==> src/rtl/uart_pkg.sv <==
// uart_pkg: shared UART types and constants; PARITY_BIT exists only with UART_TX_PARITY_EN.
package uart_pkg;
  localparam int UART_DATA_W = 8;
  localparam int UART_CLK_PER_BIT = 100;
  typedef enum logic [2:0] {
    IDLE,
    START_BIT,
    DATA_BITS,
`ifdef UART_TX_PARITY_EN
    PARITY_BIT,
`endif
    STOP_BIT
  } uart_state_e;
endpackage

==> src/rtl/uart_baud_tick.sv <==
// uart_baud_tick: bit timer counting 0..CLK_PER_BIT-1 with a one-cycle tick on the last count.
module uart_baud_tick #(
  parameter int CLK_PER_BIT = 100
) (
  input  logic clk,
  input  logic rst,
  input  logic clear,
  output logic tick,
  output logic pre_tick
);
  localparam int W = $clog2(CLK_PER_BIT);
  logic [W-1:0] cnt;
  assign tick = cnt == W'(CLK_PER_BIT - 1);
  assign pre_tick = cnt == W'(CLK_PER_BIT - 2);
  always_ff @(posedge clk)
    if (rst || clear || tick) cnt <= '0;
    else cnt <= cnt + W'(1);
endmodule

==> src/rtl/uart_tx_serializer.sv <==
// uart_tx_serializer: 8N1 UART transmitter with flow-control hold; UART_TX_PARITY_EN adds an even parity bit.
module uart_tx_serializer
  import uart_pkg::*;
#(
  parameter int CLK_PER_BIT = UART_CLK_PER_BIT
) (
  input  logic                   clk,
  input  logic                   rst,
  input  logic [UART_DATA_W-1:0] data,
  input  logic                   new_data,
  input  logic                   block,
  output logic                   busy,
  output logic                   tx
);
  uart_state_e state;
  logic [UART_DATA_W-1:0] data_q;
  logic [2:0] idx;
  logic tick, pre_tick, clear;
  // Stop bit leaves one cycle early: the first IDLE cycle carries its last tx=1 cycle, so a byte accepted there follows gaplessly.
  assign clear = (state == IDLE) || (state == STOP_BIT && pre_tick);
  uart_baud_tick #(.CLK_PER_BIT(CLK_PER_BIT)) baud (
    .clk(clk),
    .rst(rst),
    .clear(clear),
    .tick(tick),
    .pre_tick(pre_tick)
  );
  always_ff @(posedge clk)
    if (rst) begin
      state <= IDLE;
      tx <= 1'b1;
      busy <= 1'b0;
      idx <= '0;
      data_q <= '0;
    end else begin
      case (state)
        IDLE:
          if (new_data && !busy) begin
            state <= START_BIT;
            data_q <= data;
            tx <= 1'b0;
            busy <= 1'b1;
            idx <= '0;
          end else begin
            tx <= 1'b1;
            busy <= block;
          end
        START_BIT:
          if (tick) begin
            state <= DATA_BITS;
            tx <= data_q[0];
            idx <= '0;
          end
        DATA_BITS:
          if (tick) begin
            if (idx == 3'd7) begin
`ifdef UART_TX_PARITY_EN
              state <= PARITY_BIT;
              tx <= ^data_q;
`else
              state <= STOP_BIT;
              tx <= 1'b1;
`endif
            end else begin
              idx <= idx + 3'd1;
              tx <= data_q[idx + 3'd1];
            end
          end
`ifdef UART_TX_PARITY_EN
        PARITY_BIT:
          if (tick) begin
            state <= STOP_BIT;
            tx <= 1'b1;
          end
`endif
        STOP_BIT:
          if (pre_tick) begin
            state <= IDLE;
            busy <= block;
          end
        default: state <= IDLE;
      endcase
    end
endmodule

==> config.mk <==
export PLATFORM = sky130hd
export DESIGN_NAME = uart_tx_serializer
export DESIGN_NICKNAME = d
export VERILOG_FILES = /design/src/rtl/uart_pkg.sv /design/src/rtl/uart_baud_tick.sv /design/src/rtl/uart_tx_serializer.sv
export SDC_FILE = /design/constraint.sdc
export NUM_CORES = 1
export LEC_CHECK = 0
export ABC_AREA = 1
export BUFFER_PORTS_ARGS = -buffer_cell sky130_fd_sc_hd__buf_2
export CELL_PAD_IN_SITES_DETAIL_PLACEMENT = 2
export CELL_PAD_IN_SITES_GLOBAL_PLACEMENT = 2
export CORE_ASPECT_RATIO = 0.8
export CORE_UTILIZATION = 35
export CTS_CLUSTER_SIZE = 20
export DETAILED_ROUTE_END_ITERATION = 8
export PLACE_DENSITY = 0.84
export SYNTH_ARGS = -nofsm -noshare
export SYNTH_HDL_FRONTEND = slang
export SYNTH_HIERARCHICAL = 1
export SYNTH_SLANG_ARGS = --single-unit
export TNS_END_PERCENT = 10
==> constraint.sdc <==
create_clock -name clk -period 3.41 [get_ports clk]
set_input_delay 0.1705 -clock clk [delete_from_list [all_inputs] [get_ports clk]]
set_output_delay 0.1705 -clock clk [all_outputs]
set_load 0.005 [all_outputs]
* Word level (Yosys, flattened, before mapping)
Cells that the tools add are included.
Storage, ports and cells: word-level logic and storage cells 56, register bits 23, output and inout bits 2
Operators by class: reduce and logical (&&, ||, !) cells 14, eq/ne operators 12, magnitude comparators 1, add/sub/neg operators 2, mux-type cells 21
Operators by type and width (count):
- $mux 3 | 9
- $eq 7x7->1 const B | 2
- $pmux 3 s4 | 1
- $reduce_and 5->1 | 2
- $pmux 3 s3 | 1
- $add 7x1->7 const B | 1
- $mux 1 | 7
- $eq 3x2->1 const B | 2
- $ne 2x1->1 const B | 3
- $ne 2x2->1 const B | 3
- $lt 3x4->1 const B | 1
- $reduce_and 2->1 | 2
- $add 3x1->3 const B | 1
- $bmux 1 s3 | 1
- $eq 3x1->1 const B | 1
- $eq 3x3->1 const B | 1
- $logic_not 3->1 | 1
- $logic_or 1x1->1 | 3
- $pmux 1 s3 | 1
- $reduce_and 3->1 | 1
- $reduce_bool 3->1 | 1
- $logic_and 1x1->1 | 2
- $pmux 1 s2 | 1
- $reduce_bool 2->1 | 1
- $logic_not 1->1 | 1

* Longest topological paths before layout
depth after elaboration 6, depth in mapped cells 10, mapped depth without buffers 10

* Hierarchy
The synthesis kept the hierarchy.
By module, submodules not included:
- uart_tx_serializer | area an instance 830.8 um2, instances 1, cells an instance 115, sequential area each 300.3 um2
- uart_baud_tick | area an instance 410.4 um2, instances 1, cells an instance 54, sequential area each 140.1 um2

* Worst setup path after synthesis
Ideal clock, no wire load.
kind register to register, start point reg baud.cnt[0], end point reg idx[1], setup time 0.117 ns, stages on the path, launching flop included 10, data required time 3.293 ns, path buffers 0, path slack 2.000 ns, arrival time 1.293 ns, clock period less this slack 1.410 ns, cells stage by stage dfxtp_1 ha_1 nand2_2 nor2_4 o21bai_2 nand3_2 nor2_4 inv_2 nand2_1 a21oi_1
On the way: cells in the longest elaborated chain, start to end 3
Ends and longest elaborated chain:
- start: declaration | line uart_baud_tick.sv:12 | logic [W-1:0] cnt;
- start signal: assignment | line uart_baud_tick.sv:17 | else cnt <= cnt + W'(1);
- $eq 7x7->1 (*) | line uart_baud_tick.sv:13 | assign tick = cnt == W'(CLK_PER_BIT - 1);
- net tick | line uart_tx_serializer.sv:18 | logic tick, pre_tick, clear;
- $ne 2x1->1 (no source line)
- $reduce_and 5->1 (no source line) (*)
- end signal: assignment | line uart_tx_serializer.sv:65 | idx <= idx + 3'd1;
- end: declaration | line uart_tx_serializer.sv:17 | logic [2:0] idx;
The timed path passes the listed nets; every way through them passes the cells marked *. A chain may end at the register's enable or synchronous reset.

* Final worst setup path
Same ends and word-level chain as after synthesis.

==> flow_summary_export.csv <==
group,metric,value,unit
final_layout,syn_to_final_growth,12.9,%
floorplan,die_h,55.3,um
yosys,ys.flop_type,"dfxtp_1",
yosys,synth_edf_count,0,
outcome,outcome,"complete, no violations",
floorplan,initial_core_util,0.385,
clock_network,clockRootBuffer,"clkbuf_8",
clock_network,clkTransAtPathRegs,80,ps
worst_setup_path,reg2reg_depth,8,
worst_setup_path,critPathRequiredTime,3610,ps
job,maxCapViolCount,0,
global_route,groute.usage.overall,0.202,
worst_setup_path,crit_type,"reg -> reg",
yosys,ys_async_sr_fraction,0,
sta,skew,3.02,ps
placed_design,portBuffers,13,
yosys,synthesis.nets,189,
clock_network,cts_resized,0,
min_path,whs_endpoint,"idx[1]",
final_layout,layout_commonest_cell,"nand2_1",
clock_network,cts.htree.levels,1,
worst_setup_path,crit_chain,"ha_1, nand2_2, nor2_4, o21bai_2, nand3_2, nor2_4, nand3_1, a21oi_1",
yosys,synth_cell_types,29,
worst_setup_path,slowest_stage,"dfxtp_1",
yosys,syn_area,1240,sq um
power_and_ir_drop,leakage,0.000611,uW
sta,timing.slew.headroom,0.630,
detailed_routing,drc_errors,0,
detailed_routing,ant_nets,0,
yosys,ys_seq_area_frac,0.355,
clock_network,cts_buffers,3,
sta,rsz0062_at_grt,"false",
worst_setup_path,slowest_delay,420,ps
detailed_routing,wire_per_inst,15.3,um
global_route,grt_pass1_wl,5670,um
power_and_ir_drop,ir_worst_vdd,0.000345,V
min_path,hold_path.class,"in -> reg",
placed_design,hpwl,2710,um
worst_setup_path,critPathArrivalTime,1920,ps
sta,final.min_clock_period,1720,ps
floorplan,rows,18,
floorplan,fp.coreArea,3220,sq um
worst_setup_path,timing.critical_path.buf_inv,0,
worst_setup_path,r2r-end,"idx[1]",
worst_setup_path,cp-start-kind,"register",
final_layout,final_cell_mix,"33 x nand2_1, 27 x inv_1, 22 x dfxtp_1",
yosys,synth.avg_cell_area,7.34,sq um
sta,fin_tns_setup,0,ps
sta,finalMaxSlewViolations,0,
global_route,antenna_found_initial,0,
sta,fin_crit_sh,0.505,
floorplan,chipWidth,68.6,um
global_route,gr-total-overflow,0,
clock_network,cts_sinks,22,
worst_setup_path,path_max_fanout,4,
detailed_routing,vias_per_cell,5.00,
yosys,syn_inst,169,
sta,setup_viol,0,
detailed_routing,wl,3420,um
worst_setup_path,r2r_slack,1690,ps
floorplan,die-area,3790,sq um
worst_setup_path,critPathCaptureType,"register",
final_layout,layout.nets,205,
global_route,grt_pass1_vias,1194,
clock_network,clockBufferDepth,2,
power_and_ir_drop,p_per_area,768,nW/um^2
floorplan,io_pins,14,
final_layout,num_antenna_cells,0,
detailed_routing,drtIter0Drc,12,
worst_setup_path,cp_top_family,"simple AND/OR/NAND/NOR gates",
power_and_ir_drop,power.total,1080,uW
yosys,ys_seq_elements,22,
clock_network,cts_tree,"done",
sta,fmax,0.581,GHz
sta,tightest_slew,554,ps
sta,hold_viol_final,0,
min_path,hold_depth,2,
clock_network,postCtsSetupBuffers,0,
placed_design,gp_congestion,0.798,
worst_setup_path,cp_common_cell,"nor2_4",
global_route,grt_max_degree,17,
detailed_routing,drt_pass1_iterations,4,
yosys,ys_warn_count,6,
final_layout,fill_cells,382,
final_layout,final_util,0.435,
detailed_routing,dr_total_vias,1120,
min_path,hold_start,"rst",
final_layout,drive_gt1_frac,0.212,
clock_network,cts_hold_buf,0,
clock_network,clkLatencyLatePin,270,ps
worst_setup_path,r2r-start,"baud/cnt[0]",
==> layer usage <==
layer  vias up  track usage  wire length [um]  part of all wire
met5         -            0                 0                 0
li1        562            -                 -                 -
met2        16        0.322              1610              0.47
met3         6       0.0517                89             0.026
met4         0       0.0476                50             0.015
met1       536        0.269              1680              0.49
==> area by class of cell <==
class | instances | area, sq um | area share
clock buffers | 4 | 55.1 | 0.0393
inverters | 34 | 130 | 0.0929
multi-input cells | 111 | 661 | 0.471
flip-flops and latches | 22 | 440 | 0.314
well taps | 40 | 50.0 | 0.0357
repair buffers | 13 | 65.1 | 0.0464
==> Yosys cell counts, types with 2 or more instances <==
cell | number | area [sq um]
buf_2 | 2 | 10.0
o21ai_0 | 2 | 10.0
o21bai_1 | 2 | 15.0
nand3_1 | 12 | 60.1
dfxtp_1 | 22 | 440
nor2_4 | 3 | 33.8
or2_1 | 2 | 12.5
ha_1 | 8 | 100
inv_1 | 27 | 101
nor2_2 | 7 | 43.8
inv_2 | 5 | 18.8
o21ai_1 | 11 | 55.1
a21oi_1 | 16 | 80.1
nand2_1 | 33 | 124
nor2_1 | 3 | 11.3
==> worst max path at each step <==
stage / start / slack (ps) / cells past startpoint / endpoint
finish: baud/cnt[0] / 1690 / 8 / idx[1]
global route: baud/cnt[0] / 1540 / 8 / idx[2]
CTS: baud/cnt[0] / 1680 / 8 / idx[0]
floorplan: baud/cnt[0] / 2000 / 9 / idx[1]
detailed placement: baud/cnt[0] / 1770 / 8 / idx[1]
global placement: baud/cnt[0] / 1870 / 8 / idx[1]
==> kinds of logic (layout without fill, tap and decap cells) <==
logic type                 count (synthesis)  after routing  synth area share
and+or+nand+nor                           66             66             0.282
buffers and inverters                     36             51             0.113
AOI/OAI and AO/OA                         35             35             0.155
DFF                                       22             22             0.355
adders and majority gates                  8              8            0.0806
xor gates and xnor gates                   2              2            0.0141
==> metrics by stage <==
step | hold slack (ps) | std cells | cell area [sq um] | worst slack [ps]
6_report | 146 | 224 | 1400 | 1690
5_1_grt | 149 | 224 | 1400 | 1540
4_1_cts | 137 | 224 | 1400 | 1680
3_5_place_dp | 424 | 220 | 1350 | 1770
3_3_place_gp | 421 | 220 | 1350 | 1870
2_1_floorplan | 240 | 169 | 1240 | 2000
==> flip-flops by register name (all words and copies together) (netlist names) <==
register	flops
tx	1
idx	3
data_q	8
state	2
baud/cnt	7
busy	1
==> report_power, final <==
group	switching [uW]	internal [uW]
logic	346	181
registers	39.0	318
clock network	89.4	103
total	474	602
(Power assumes the default switching activity.)
